`config.mk`:
```
export PLATFORM = sky130hd
export DESIGN_NAME = pipe_stall_ctrl
export DESIGN_NICKNAME = d
export VERILOG_FILES = /design/src/rtl/pipe_stall_ctrl.sv
export SDC_FILE = /design/constraint.sdc
export NUM_CORES = 1
export LEC_CHECK = 0
export CORE_ASPECT_RATIO = 1.5
export CORE_MARGIN = 4
export CORE_UTILIZATION = 45
export CTS_CLUSTER_DIAMETER = 40
export DETAILED_ROUTE_END_ITERATION = 8
export PLACE_DENSITY = 0.8
export SLEW_MARGIN = 40
export SYNTH_ARGS = -nofsm -noshare
export SYNTH_HDL_FRONTEND = slang
export SYNTH_SLANG_ARGS = --single-unit
export TNS_END_PERCENT = 1
```
`constraint.sdc`:
```
create_clock -name clk -period 5.91 [get_ports clk]
set_clock_uncertainty 0.1 [all_clocks]
set_input_delay 1.773 -clock clk [delete_from_list [all_inputs] [get_ports clk]]
set_output_delay 1.773 -clock clk [all_outputs]
set_load 0.02 [all_outputs]
```
`src/rtl/pipe_stall_ctrl.sv`:
```
// Per-stage pipeline enable generator: freezes a pipeline prefix for the
// programmed wait states of external PM/DM accesses, honours hold, counts stalls.
module pipe_stall_ctrl #(
  parameter int NSTAGE      = 4,
  parameter int ADDR_W      = 16,
  parameter int EXT_HI_BITS = 4,
  parameter int PM_STAGE    = 1,
  parameter int DM_RD_STAGE = 2,
  parameter int DM_WR_STAGE = 3,
  parameter int WS_W        = 4
) (
  input  logic              clk,
  input  logic              rst,
  input  logic              hold,
  input  logic              pm_req,
  input  logic [ADDR_W-1:0] pm_add,
  input  logic              dm_req,
  input  logic [ADDR_W-1:0] dm_add,
  input  logic              dm_wrb,
  input  logic [WS_W-1:0]   pm_ws,
  input  logic [WS_W-1:0]   dm_ws,
  input  logic              cnt_clr,
  output logic [NSTAGE-1:0] stage_en,
  output logic              pm_busy,
  output logic              dm_busy,
  output logic [15:0]       stall_cycles
);

  function automatic logic [NSTAGE-1:0] low_mask(input int top);
    logic [NSTAGE-1:0] m;
    for (int i = 0; i < NSTAGE; i++) m[i] = (i <= top);
    return m;
  endfunction

  localparam logic [NSTAGE-1:0] PM_MASK    = low_mask(PM_STAGE);
  localparam logic [NSTAGE-1:0] DM_RD_MASK = low_mask(DM_RD_STAGE);
  localparam logic [NSTAGE-1:0] DM_WR_MASK = low_mask(DM_WR_STAGE);

  typedef enum logic [1:0] {IDLE, WAIT, DONE} port_st_e;

  port_st_e          pm_st_q, pm_st_d, dm_st_q, dm_st_d;
  logic [WS_W-1:0]   pm_cnt_q, pm_cnt_d, dm_cnt_q, dm_cnt_d;
  logic              dm_wr_q, dm_wr_d;
  logic [15:0]       stall_q, stall_d;
  logic              pm_hit, dm_hit, pm_frz, dm_frz, dm_wr_eff, dm_done_ok;
  logic [NSTAGE-1:0] dm_mask;

  assign pm_hit = pm_req & (|pm_add[ADDR_W-1 -: EXT_HI_BITS]);
  assign dm_hit = dm_req & (|dm_add[ADDR_W-1 -: EXT_HI_BITS]);

  // The first frozen cycle is the hit cycle itself, so freeze is decoded from IDLE too.
  assign pm_frz = (pm_st_q == WAIT) | ((pm_st_q == IDLE) & pm_hit & (|pm_ws));
  assign dm_frz = (dm_st_q == WAIT) | ((dm_st_q == IDLE) & dm_hit & (|dm_ws));

  assign dm_wr_eff  = (dm_st_q == IDLE) ? dm_wrb : dm_wr_q;
  assign dm_mask    = dm_wr_eff ? DM_WR_MASK : DM_RD_MASK;
  assign dm_done_ok = dm_wr_q ? stage_en[DM_WR_STAGE] : stage_en[DM_RD_STAGE];

  assign stage_en = rst ? '1 :
                    ~({NSTAGE{hold}} | (pm_frz ? PM_MASK : '0) | (dm_frz ? dm_mask : '0));

  assign pm_busy      = ~rst & ((pm_st_q != IDLE) | pm_frz);
  assign dm_busy      = ~rst & ((dm_st_q != IDLE) | dm_frz);
  assign stall_cycles = stall_q;

  always_comb begin
    pm_st_d  = pm_st_q;
    pm_cnt_d = pm_cnt_q;
    case (pm_st_q)
      IDLE: if (pm_frz) begin
        if (pm_ws == WS_W'(1)) pm_st_d = DONE;
        else begin
          pm_st_d  = WAIT;
          pm_cnt_d = pm_ws - WS_W'(1);
        end
      end
      WAIT: begin
        pm_cnt_d = pm_cnt_q - WS_W'(1);
        if (pm_cnt_q == WS_W'(1)) pm_st_d = DONE;
      end
      DONE: if (stage_en[PM_STAGE]) pm_st_d = IDLE;
      default: pm_st_d = IDLE;
    endcase
  end

  always_comb begin
    dm_st_d  = dm_st_q;
    dm_cnt_d = dm_cnt_q;
    dm_wr_d  = dm_wr_q;
    case (dm_st_q)
      IDLE: if (dm_frz) begin
        dm_wr_d = dm_wrb;
        if (dm_ws == WS_W'(1)) dm_st_d = DONE;
        else begin
          dm_st_d  = WAIT;
          dm_cnt_d = dm_ws - WS_W'(1);
        end
      end
      WAIT: begin
        dm_cnt_d = dm_cnt_q - WS_W'(1);
        if (dm_cnt_q == WS_W'(1)) dm_st_d = DONE;
      end
      DONE: if (dm_done_ok) dm_st_d = IDLE;
      default: dm_st_d = IDLE;
    endcase
  end

  always_comb begin
    stall_d = stall_q;
    if (cnt_clr) stall_d = '0;
    else if (!stage_en[0] && stall_q != 16'hFFFF) stall_d = stall_q + 16'd1;
  end

  always_ff @(posedge clk or posedge rst) begin
    if (rst) begin
      pm_st_q  <= IDLE;
      dm_st_q  <= IDLE;
      pm_cnt_q <= '0;
      dm_cnt_q <= '0;
      dm_wr_q  <= 1'b0;
      stall_q  <= '0;
    end else begin
      pm_st_q  <= pm_st_d;
      dm_st_q  <= dm_st_d;
      pm_cnt_q <= pm_cnt_d;
      dm_cnt_q <= dm_cnt_d;
      dm_wr_q  <= dm_wr_d;
      stall_q  <= stall_d;
    end
  end

endmodule
```
==> reports/summary.txt, run 1 <==
post-route ant nets: 0
placed instance area: 2440 um2
vias per cell: 5.88
Global Route met3 Usage: 0.0413
FMAX: 174 MHz
Layout area overhead: 31.7%
Setup CP Type: input port to primary output
Main synth FF type: dfrtp_1
FF+latch count, synth: 29
reg2reg end: stall_cycles[11]$_DFFE_PP0P_
clock sinks: 29
power per cell area: 292 nW/um2
fillcell total: 357
hold violation count in the final report: 0
Vias: 1,859
clk_lat worst skew: 0.28 ns
PortBufs: 44
Cell Rows: 28
Switching Fraction: 0.377
Max clock buf depth: 2
RR Startpoint: stall_cycles[2]$_DFFE_PP0P_
critical path arrival: 3.86 ns
Max Cap Violations: 0
Top Ports: 69
CTS Buf Count: 5
setup_tns: 0 ns
YS warnings: 0
per-cell routed wire length: 14.3 um
global-route track usage on met1: 0.199
hold_ws: 0.421 ns
Die H: 87.7 um
Avg Cell Area, Syn: 8.78 um2
Max VDD drop: 0.189 mV
worst hold path type: flop to flop
Slew headroom: 0.530
Final period util: 0.970
Final min period: 5.73 ns
Leakage: 1.04 nW
area of the core: 4030 um2
post-route cell area: 2510 um2
worst hold stages: 1
worst slew pin tran: 0.703 ns
worst-path fanout max: 3
hpwl dp: 3460 um
Top delay family on crit path: buffers and inverters
Worst Setup Start Kind: input port
initial antenna violation count: 0
diode count: 0
first-pass GRT wire length: 7780 um
CTS hold repair buffers: 0
Layout Nets: 326
grt met2 use: 0.342
Post-Syn Area: 1910 um2
Placer Congestion: 0.827
GRT Max-Usage Layer: met2
Residual DRC: 0
combinational share of power: 0.387
# H-tree levels: 2
worst path required time: 4.04 ns
share of cells above drive strength 1: 0.118
status: finished, final reports clean
vias in the first global route: 1,818
critical path cell sequence: clkdlybuf4s50_1 -> inv_1 -> ha_1 -> or3b_2 -> a311oi_1 -> buf_4 -> nor2_1 -> o21ai_0 -> dlygate4sd2_1
Routed WL: 4530 um
largest net degree at the start of global routing: 30
Worst Setup End Kind: primary output
hold wc startpoint: dm_wr_q$_DFFE_PP0P_
Root Buffer: clkbuf_8
Tot Pwr: 0.732 mW
Clock Power Share: 0.216
Crit path largest cell delay: 0.47 ns
Post-synth ARST share: 1.00
Reg power frac: 0.397
Iter 0 DRT Violations: 73
gr usage total: 0.189
GR Overflow Total: 0
Worst Hold End: dm_wr_q$_DFFE_PP0P_
Int Pwr: 0.456 mW
Synth cell types: 41
Psw: 0.276 mW
worst reg-to-reg setup slack: 3.41 ns
Finish-stage setup viols: 0
chip width: 61.1 um
Slew Viols, Final: 0
Mapped Cells: 217
initial core utilization: 0.473
critical path buffer and inverter count: 4
Die Area: 5360 um2
clock slew at reported path FFs: 0.07 ns
RSZ-0062 raised after global routing: false
slowest cell on the critical path: or3b_2
Reg2Reg Depth: 5
register area share after synthesis: 0.381
Post-synth EDFFs: 0
syn nets: 273
CTS tree: yes
First-pass DRT Iterations: 4
[registers in the layout, summed over array words and instances (netlist names)]
| name | flops |
|---|---|
| dm_st_q | 2 |
| pm_cnt_q | 4 |
| dm_cnt_q | 4 |
| stall_cycles | 16 |
| dm_wr_q | 1 |
| pm_st_q | 2 |
[worst max-delay path by stage]
stage                   to      from  slack (ns)  cells after the start
2_1_floorplan  stage_en[1]  pm_ws[0]        0.36                     10
3_3_place_gp   stage_en[0]  dm_ws[1]       -0.23                      9
3_5_place_dp   stage_en[0]  dm_ws[1]       -0.27                      9
4_1_cts        stage_en[0]  dm_ws[1]        0.02                      9
5_1_grt        stage_en[0]  dm_ws[1]        0.04                      9
6_report       stage_en[3]  dm_ws[1]        0.18                      9
[cells in the final DEF, fill, tap and decap left out, drive strengths merged, types with 3 or more instances in the layout]
| master | count |
|---|---|
| clkdlybuf4s50 | 39 |
| mux2 | 6 |
| nor2b | 6 |
| clkbuf | 8 |
| dfrtp | 29 |
| a21oi | 19 |
| nand2 | 15 |
| o31ai | 8 |
| nor3b | 6 |
| nor4 | 6 |
| nand4 | 5 |
| xor2 | 4 |
| nor3 | 4 |
| nand2b | 8 |
| ha | 9 |
| buf | 13 |
| inv | 12 |
| or4 | 13 |
| nand3 | 10 |
| nor2 | 15 |
| o21ai | 10 |
| dlygate4sd2 | 3 |
[power groups by stage]
stage | sequential (mW) | combinational [mW] | clock [mW]
finish | 0.291 | 0.283 | 0.158
global route | 0.298 | 0.325 | 0.168
CTS | 0.290 | 0.288 | 0.161
detailed placement | 0.292 | 0.292 | 0
global placement | 0.290 | 0.277 | 0
floorplan | 0.284 | 0.203 | 0
[Yosys cell counts, drive strengths merged, types with 2 or more instances]
cell	instances	area [um2]
ha	9	113
nand2	15	56.3
clkbuf	6	22.5
nand3	10	50.1
nor3b	6	45.0
mux2i	2	20.0
a31oi	2	12.5
dfrtp	29	726
a311oi	2	17.5
and3	2	12.5
or4b	2	20.0
nor2b	6	37.5
o21ai	10	50.0
nor4	6	37.5
o31ai	8	60.1
buf	5	36.3
nand4	5	31.3
or4	13	101
nand2b	8	50.1
a21oi	19	95.1
or2	2	12.5
inv	12	45.0
xor2	4	35.0
nor3	4	20.0
nor2	15	56.3
mux2	6	71.3
o22ai	2	12.5
[logic make-up (layout without fill, tap and decap cells)]
family,count (synthesis),count (layout),share of synthesized area
AND/OR/NAND/NOR,97,97,0.291
AO/OA/AOI/OAI,46,46,0.144
flip-flops,29,29,0.381
buffers and inverters,23,77,0.0545
adder cells (fa/ha/maj),9,9,0.0591
multiplexers,8,8,0.0479
XOR/XNOR,5,5,0.0230
[repair_timing]
item | 4_1_cts | 5_1_grt
setup endpoints to repair | 5 | 2
gates cloned | 0 | 0
buffers inserted | 0 | 0
gates resized for setup | 7 | 2
hold endpoints to repair | 0 | 0
[per-stage QoR]
step / worst slack (ns) / util / std cells
after floorplan: 0.363 / - / 217
after global placement: -0.234 / 0.606 / 308
after detailed placement: -0.274 / 0.606 / 308
after global routing: 0.0442 / 0.623 / 316
final: 0.179 / 0.623 / 316
after CTS: 0.0213 / 0.625 / 316
[layer usage]
| layer | share of wire | vias to the layer above |
|---|---|---|
| met5 | 0 | - |
| met4 | 0.024 | 0 |
| met3 | 0.041 | 10 |
| met2 | 0.54 | 41 |
| met1 | 0.39 | 904 |
| li1 | - | 904 |
[cell type report]
type / count / area (um2) / area share
repair buffers: 57 / 524 / 0.209
clock inverters: 2 / 10.0 / 0.00399
well taps: 45 / 56.3 / 0.0224
inverters: 12 / 45.0 / 0.0179
multi-input cells: 165 / 1080 / 0.429
flip-flops and latches: 29 / 726 / 0.289
clock buffers: 6 / 72.6 / 0.0289
Power figures use the tool's default switching activity.
==> inputs of run 2 (changes only) <==
--- a/config.mk
+++ b/config.mk
@@ -8,6 +8,7 @@
 export CORE_ASPECT_RATIO = 1.5
 export CORE_MARGIN = 4
 export CORE_UTILIZATION = 45
+export CTS_BUF_LIST = sky130_fd_sc_hd__clkbuf_4 sky130_fd_sc_hd__clkbuf_8 sky130_fd_sc_hd__clkbuf_16
 export CTS_CLUSTER_DIAMETER = 40
 export DETAILED_ROUTE_END_ITERATION = 8
 export PLACE_DENSITY = 0.8
==> constraint.sdc (replaced) <==
create_clock -name clk -period 6.47 [get_ports clk]
set_clock_uncertainty 0.1 [all_clocks]
set_input_delay 1.941 -clock clk [delete_from_list [all_inputs] [get_ports clk]]
set_output_delay 1.941 -clock clk [all_outputs]
set_load 0.02 [all_outputs]
==> run 2 against run 1 <==
  * Critical path depth down 1
  * Clock power up 4%
  * Largest cell class unchanged
  * Register-to-register slack improved by 0.55 ns
  * Sequential share of layout area is the same
  * Worst hold slack improved by 0.0044 ns
  * Wire length down 5.6%
  * Power fell by 6.0%
  * Cell count is 1.3% lower
  * Critical path type unchanged
  * First-iteration DRC count rose by 1.4%
  * Via count shrank 2.3%
  * Clock-buffer cell count increased by 1
  * Design area unchanged
==> reports/summary.txt, run 2 (synthesis results as in run 1) <==
post-route cell area: 2510 um2
vias per cell: 5.82
power per cell area: 274 nW/um2
final std cells w/o fill: 312
Residual DRC: 0
Max VDD drop: 0.186 mV
Routed WL: 4270 um
fillcell total: 336
commonest cells after routing, fill and taps aside: clkdlybuf4s50_1, dfrtp_1, a21oi_1
RSZ-0062 raised after global routing: false
reg2reg end: stall_cycles[8]$_DFFE_PP0P_
Final period util: 0.983
Largest register FFs: 16
Slew headroom: 0.543
hold_ws: 0.425 ns
per-cell routed wire length: 13.7 um
most common cell after layout, fill and taps aside: clkdlybuf4s50_1
Cell Rows: 28
Iter 0 DRT Violations: 74
diode count: 0
FMAX: 157 MHz
Reg2Reg Depth: 5
hold wc startpoint: dm_wr_q$_DFFE_PP0P_
Slew Viols, Final: 0
Critical Path Start: pm_ws[1]
Leakage: 1.03 nW
dpl ws: -0.00771 ns
initial antenna violation count: 0
Vias: 1,817
Final Core Density: 0.623
share of cells above drive strength 1: 0.101
Worst Hold End: dm_wr_q$_DFFE_PP0P_
PortBufs: 44
largest net degree at the start of global routing: 30
area of the core: 4030 um2
critical path arrival: 4.32 ns
GR Overflow Total: 0
clock slew at reported path FFs: 0.06 ns
hold violation count in the final report: 0
worst-path fanout max: 5
Tot Pwr: 0.688 mW
chip width: 61.1 um
post-route ant nets: 0
worst reg-to-reg setup slack: 3.96 ns
CTS Buf Count: 5
Worst Setup Start Kind: input port
footprint of the multi-input gates: 1080 um2
Setup CP Type: input port to primary output
clk_lat worst skew: 0.28 ns
Layout Nets: 322
sequential cell area: 726 um2
Placer Congestion: 0.817
Final min period: 6.36 ns
clock sinks: 29
setup_tns: 0 ns
Finish-stage setup viols: 0
hpwl dp: 3180 um
placed instance area: 2410 um2
Cell Count Post-Placement: 304
worst hold stages: 1
final worst setup slack: 0.109 ns
Top Ports: 69
CTS hold repair buffers: 0
initial core utilization: 0.473
First-pass DRT Iterations: 4
# H-tree levels: 2
Die H: 87.7 um
RR Startpoint: pm_st_q[1]$_DFFE_PP0P_
worst path required time: 4.43 ns
Max clock buf depth: 2
Root Buffer: clkbuf_8
CTS tree: yes
vias in the first global route: 1,806
worst slew pin tran: 0.683 ns
gr usage total: 0.179
first-pass GRT wire length: 7440 um
status: finished, final reports clean
Max Cap Violations: 0
Layout area overhead: 31.7%
Die Area: 5360 um2
worst hold path type: flop to flop
Worst Setup End Kind: primary output
[run 2: cell type report]
cell class	instances	area share
Clock buffer	7	0.0384
Clock inverter	1	0.00199
Inverter	12	0.0179
Multi-Input combinational cell	165	0.429
Sequential cell	29	0.289
Tap cell	45	0.0224
Timing Repair Buffer	53	0.201
[run 2: worst max path at each step]
stage | cells after the start | slack [ns] | end
final | 8 | 0.11 | pm_busy
after global routing | 8 | 0.05 | pm_busy
after CTS | 8 | 0.13 | pm_busy
after detailed placement | 9 | -0.008 | stage_en[1]
after global placement | 9 | -0.01 | stage_en[0]
after floorplan | 10 | 0.59 | stage_en[1]
[run 2: critical path: stages]
cell	delay [ns]
clkdlybuf4s50_1	0.49
inv_1	0.06
ha_1	0.20
nor3b_1	0.14
or4b_1	0.50
buf_4	0.18
a21oi_1	0.17
clkdlybuf4s50_1	0.64
[run 2: power by group]
group	switching, mW	internal [mW]
logic	0.137	0.121
registers	0.0426	0.223
clock network	0.0684	0.0960
[run 2: repair_timing]
action,in CTS,in global routing
setup endpoints to repair,2,0
resized for setup,2,0
buffers inserted,0,0
[run 2: metal layers]
layer / GRT usage / vias to the layer above / part of all wire
li1: - / 897 / -
met1: 0.186 / 864 / 0.39
met2: 0.331 / 45 / 0.55
met3: 0.0324 / 11 / 0.042
met4: 0.0828 / 0 / 0.020
met5: 0 / - / 0
==> inputs of run 3 (changes only) <==
--- a/config.mk
+++ b/config.mk
@@ -6,7 +6,7 @@
 export NUM_CORES = 1
 export LEC_CHECK = 0
 export CORE_ASPECT_RATIO = 1.5
-export CORE_MARGIN = 4
+export CORE_MARGIN = 2
 export CORE_UTILIZATION = 45
 export CTS_BUF_LIST = sky130_fd_sc_hd__clkbuf_4 sky130_fd_sc_hd__clkbuf_8 sky130_fd_sc_hd__clkbuf_16
 export CTS_CLUSTER_DIAMETER = 40
==> run 3 against run 2 <==
  * Maximum frequency grew 0.80%
  * Critical path depth is 1 higher
  * Largest power group unchanged
  * Sequential cell count unchanged
  * Design area up 0.35%
==> reports/summary.txt, run 3 (synthesis results as in run 1) <==
Switching Fraction: 0.360
Residual DRC: 0
First-pass DRT Iterations: 4
Root Buffer: clkbuf_8
Cell Rows: 29
Die Area: 4780 um2
worst hold path type: flop to flop
initial core utilization: 0.461
Routed WL: 4290 um
Clock Power Share: 0.239
Die H: 83.7 um
status: finished, final reports clean
PortBufs: 44
vias in the first global route: 1,775
GR Overflow Total: 0
Max clock buf depth: 2
CTS Buf Count: 5
Finish-stage setup viols: 0
Largest register FFs: 16
share of cells above drive strength 1: 0.104
Tot Pwr: 0.686 mW
critical path cell sequence: clkdlybuf4s50_1 -> inv_1 -> ha_1 -> or3b_2 -> a311oi_1 -> buf_4 -> nor2_1 -> o21ai_0 -> clkdlybuf4s50_1
power per cell area: 273 nW/um2
Vias: 1,859
Setup CP Type: input port to primary output
Max VDD drop: 0.210 mV
critical path arrival: 4.27 ns
worst path required time: 4.43 ns
worst-path fanout max: 3
Reg power frac: 0.387
first-pass GRT wire length: 7570 um
most common cell after layout, fill and taps aside: clkdlybuf4s50_1
slowest cell on the critical path: clkdlybuf4s50_1
Resized Gates After CTS: 2
Slew headroom: 0.535
CTS hold repair buffers: 0
clock slew at reported path FFs: 0.06 ns
worst slew pin tran: 0.695 ns
Slew Viols, Final: 0
commonest cells after routing, fill and taps aside: clkdlybuf4s50_1, dfrtp_1, a21oi_1
Iter 0 DRT Violations: 86
largest net degree at the start of global routing: 30
per-cell routed wire length: 13.7 um
Layout Nets: 323
Int Pwr: 0.439 mW
initial antenna violation count: 0
worst reg-to-reg setup slack: 3.95 ns
vias per cell: 5.92
RSZ-0062 raised after global routing: false
Max Cap Violations: 0
Most common cell on crit path: clkdlybuf4s50_1
FMAX: 158 MHz
fillcell total: 376
Top Ports: 69
# H-tree levels: 2
Layout area overhead: 32.2%
Crit path largest cell delay: 0.62 ns
area of the core: 4140 um2
hpwl dp: 3230 um
Leakage: 1.04 nW
Setup Fix Bufs, Post-CTS: 0
post-route ant nets: 0
Psw: 0.247 mW
Final period util: 0.975
diode count: 0
Final min period: 6.31 ns
chip width: 57.1 um
combinational share of power: 0.374
clk_lat worst skew: 0.28 ns
gr usage total: 0.197
CTS tree: yes
Placer Congestion: 0.809
clock sinks: 29
Worst Setup End Kind: primary output
Worst Setup Start Kind: input port
hold violation count in the final report: 0
setup_tns: 0 ns
[run 3: cell types whose count changed in the layout (fill, tap and decap cells not counted), sizes merged]
cell / delta
buf: +1
[run 3: final cells by class]
cell class                 count  area [um2]  area share
tap                           46        57.6      0.0229
timing repair buffer          54         513       0.204
inverter                      12        45.0      0.0179
sequential                    29         726       0.288
clock inverter                 1        5.00     0.00199
multi-input combinational    165        1080       0.427
clock buffer                   7        96.3      0.0383
[run 3: routing by layer]
layer,part of all wire,GRT usage
met2,0.54,0.352
met4,0.021,0.0846
met5,0,0
met1,0.40,0.224
met3,0.037,0.0341
[run 3: path summary, 6_finish.rpt]
| path | start | cells past startpoint | endpoint |
|---|---|---|---|
| max in group asynchronous | rst | 3 | stall_cycles[0]$_DFFE_PP0P_ |
| max reg2reg | pm_st_q[1]$_DFFE_PP0P_ | 5 | stall_cycles[8]$_DFFE_PP0P_ |
| min reg2reg | dm_wr_q$_DFFE_PP0P_ | 1 | dm_wr_q$_DFFE_PP0P_ |
| min | dm_wr_q$_DFFE_PP0P_ | 1 | dm_wr_q$_DFFE_PP0P_ |
| min in group asynchronous | rst | 3 | stall_cycles[1]$_DFFE_PP0P_ |
| max | dm_ws[1] | 9 | stage_en[3] |
[run 3: worst max-delay path, delay by kind of cell]
family | cells | cell delay, ns
buffers and inverters | 4 | 1.29
AOI/OAI and AO/OA | 2 | 0.38
adders and majority gates | 1 | 0.16
and+or+nand+nor | 2 | 0.51
[run 3: power by group through the flow]
| stage | sequential (mW) | clock [mW] | combinational, mW |
|---|---|---|---|
| final | 0.266 | 0.164 | 0.257 |
| after global routing | 0.273 | 0.177 | 0.293 |
| after CTS | 0.265 | 0.170 | 0.259 |
| after detailed placement | 0.268 | 0 | 0.260 |
| after global placement | 0.265 | 0 | 0.251 |
| after floorplan | 0.259 | 0 | 0.185 |
[run 3: per-stage QoR]
| step | cell area [um2] | util | setup WS, ns | hold slack [ns] | std cells |
|---|---|---|---|---|---|
| 6_report | 2520 | 0.609 | 0.159 | 0.431 | 314 |
| 5_1_grt | 2520 | 0.609 | 0.0754 | 0.451 | 314 |
| 4_1_cts | 2520 | 0.609 | 0.133 | 0.422 | 314 |
| 3_5_place_dp | 2420 | 0.585 | -0.0103 | 0.408 | 306 |
| 3_3_place_gp | 2420 | 0.585 | 0.0309 | 0.385 | 306 |
| 2_1_floorplan | 1910 | - | 0.587 | 0.375 | 217 |
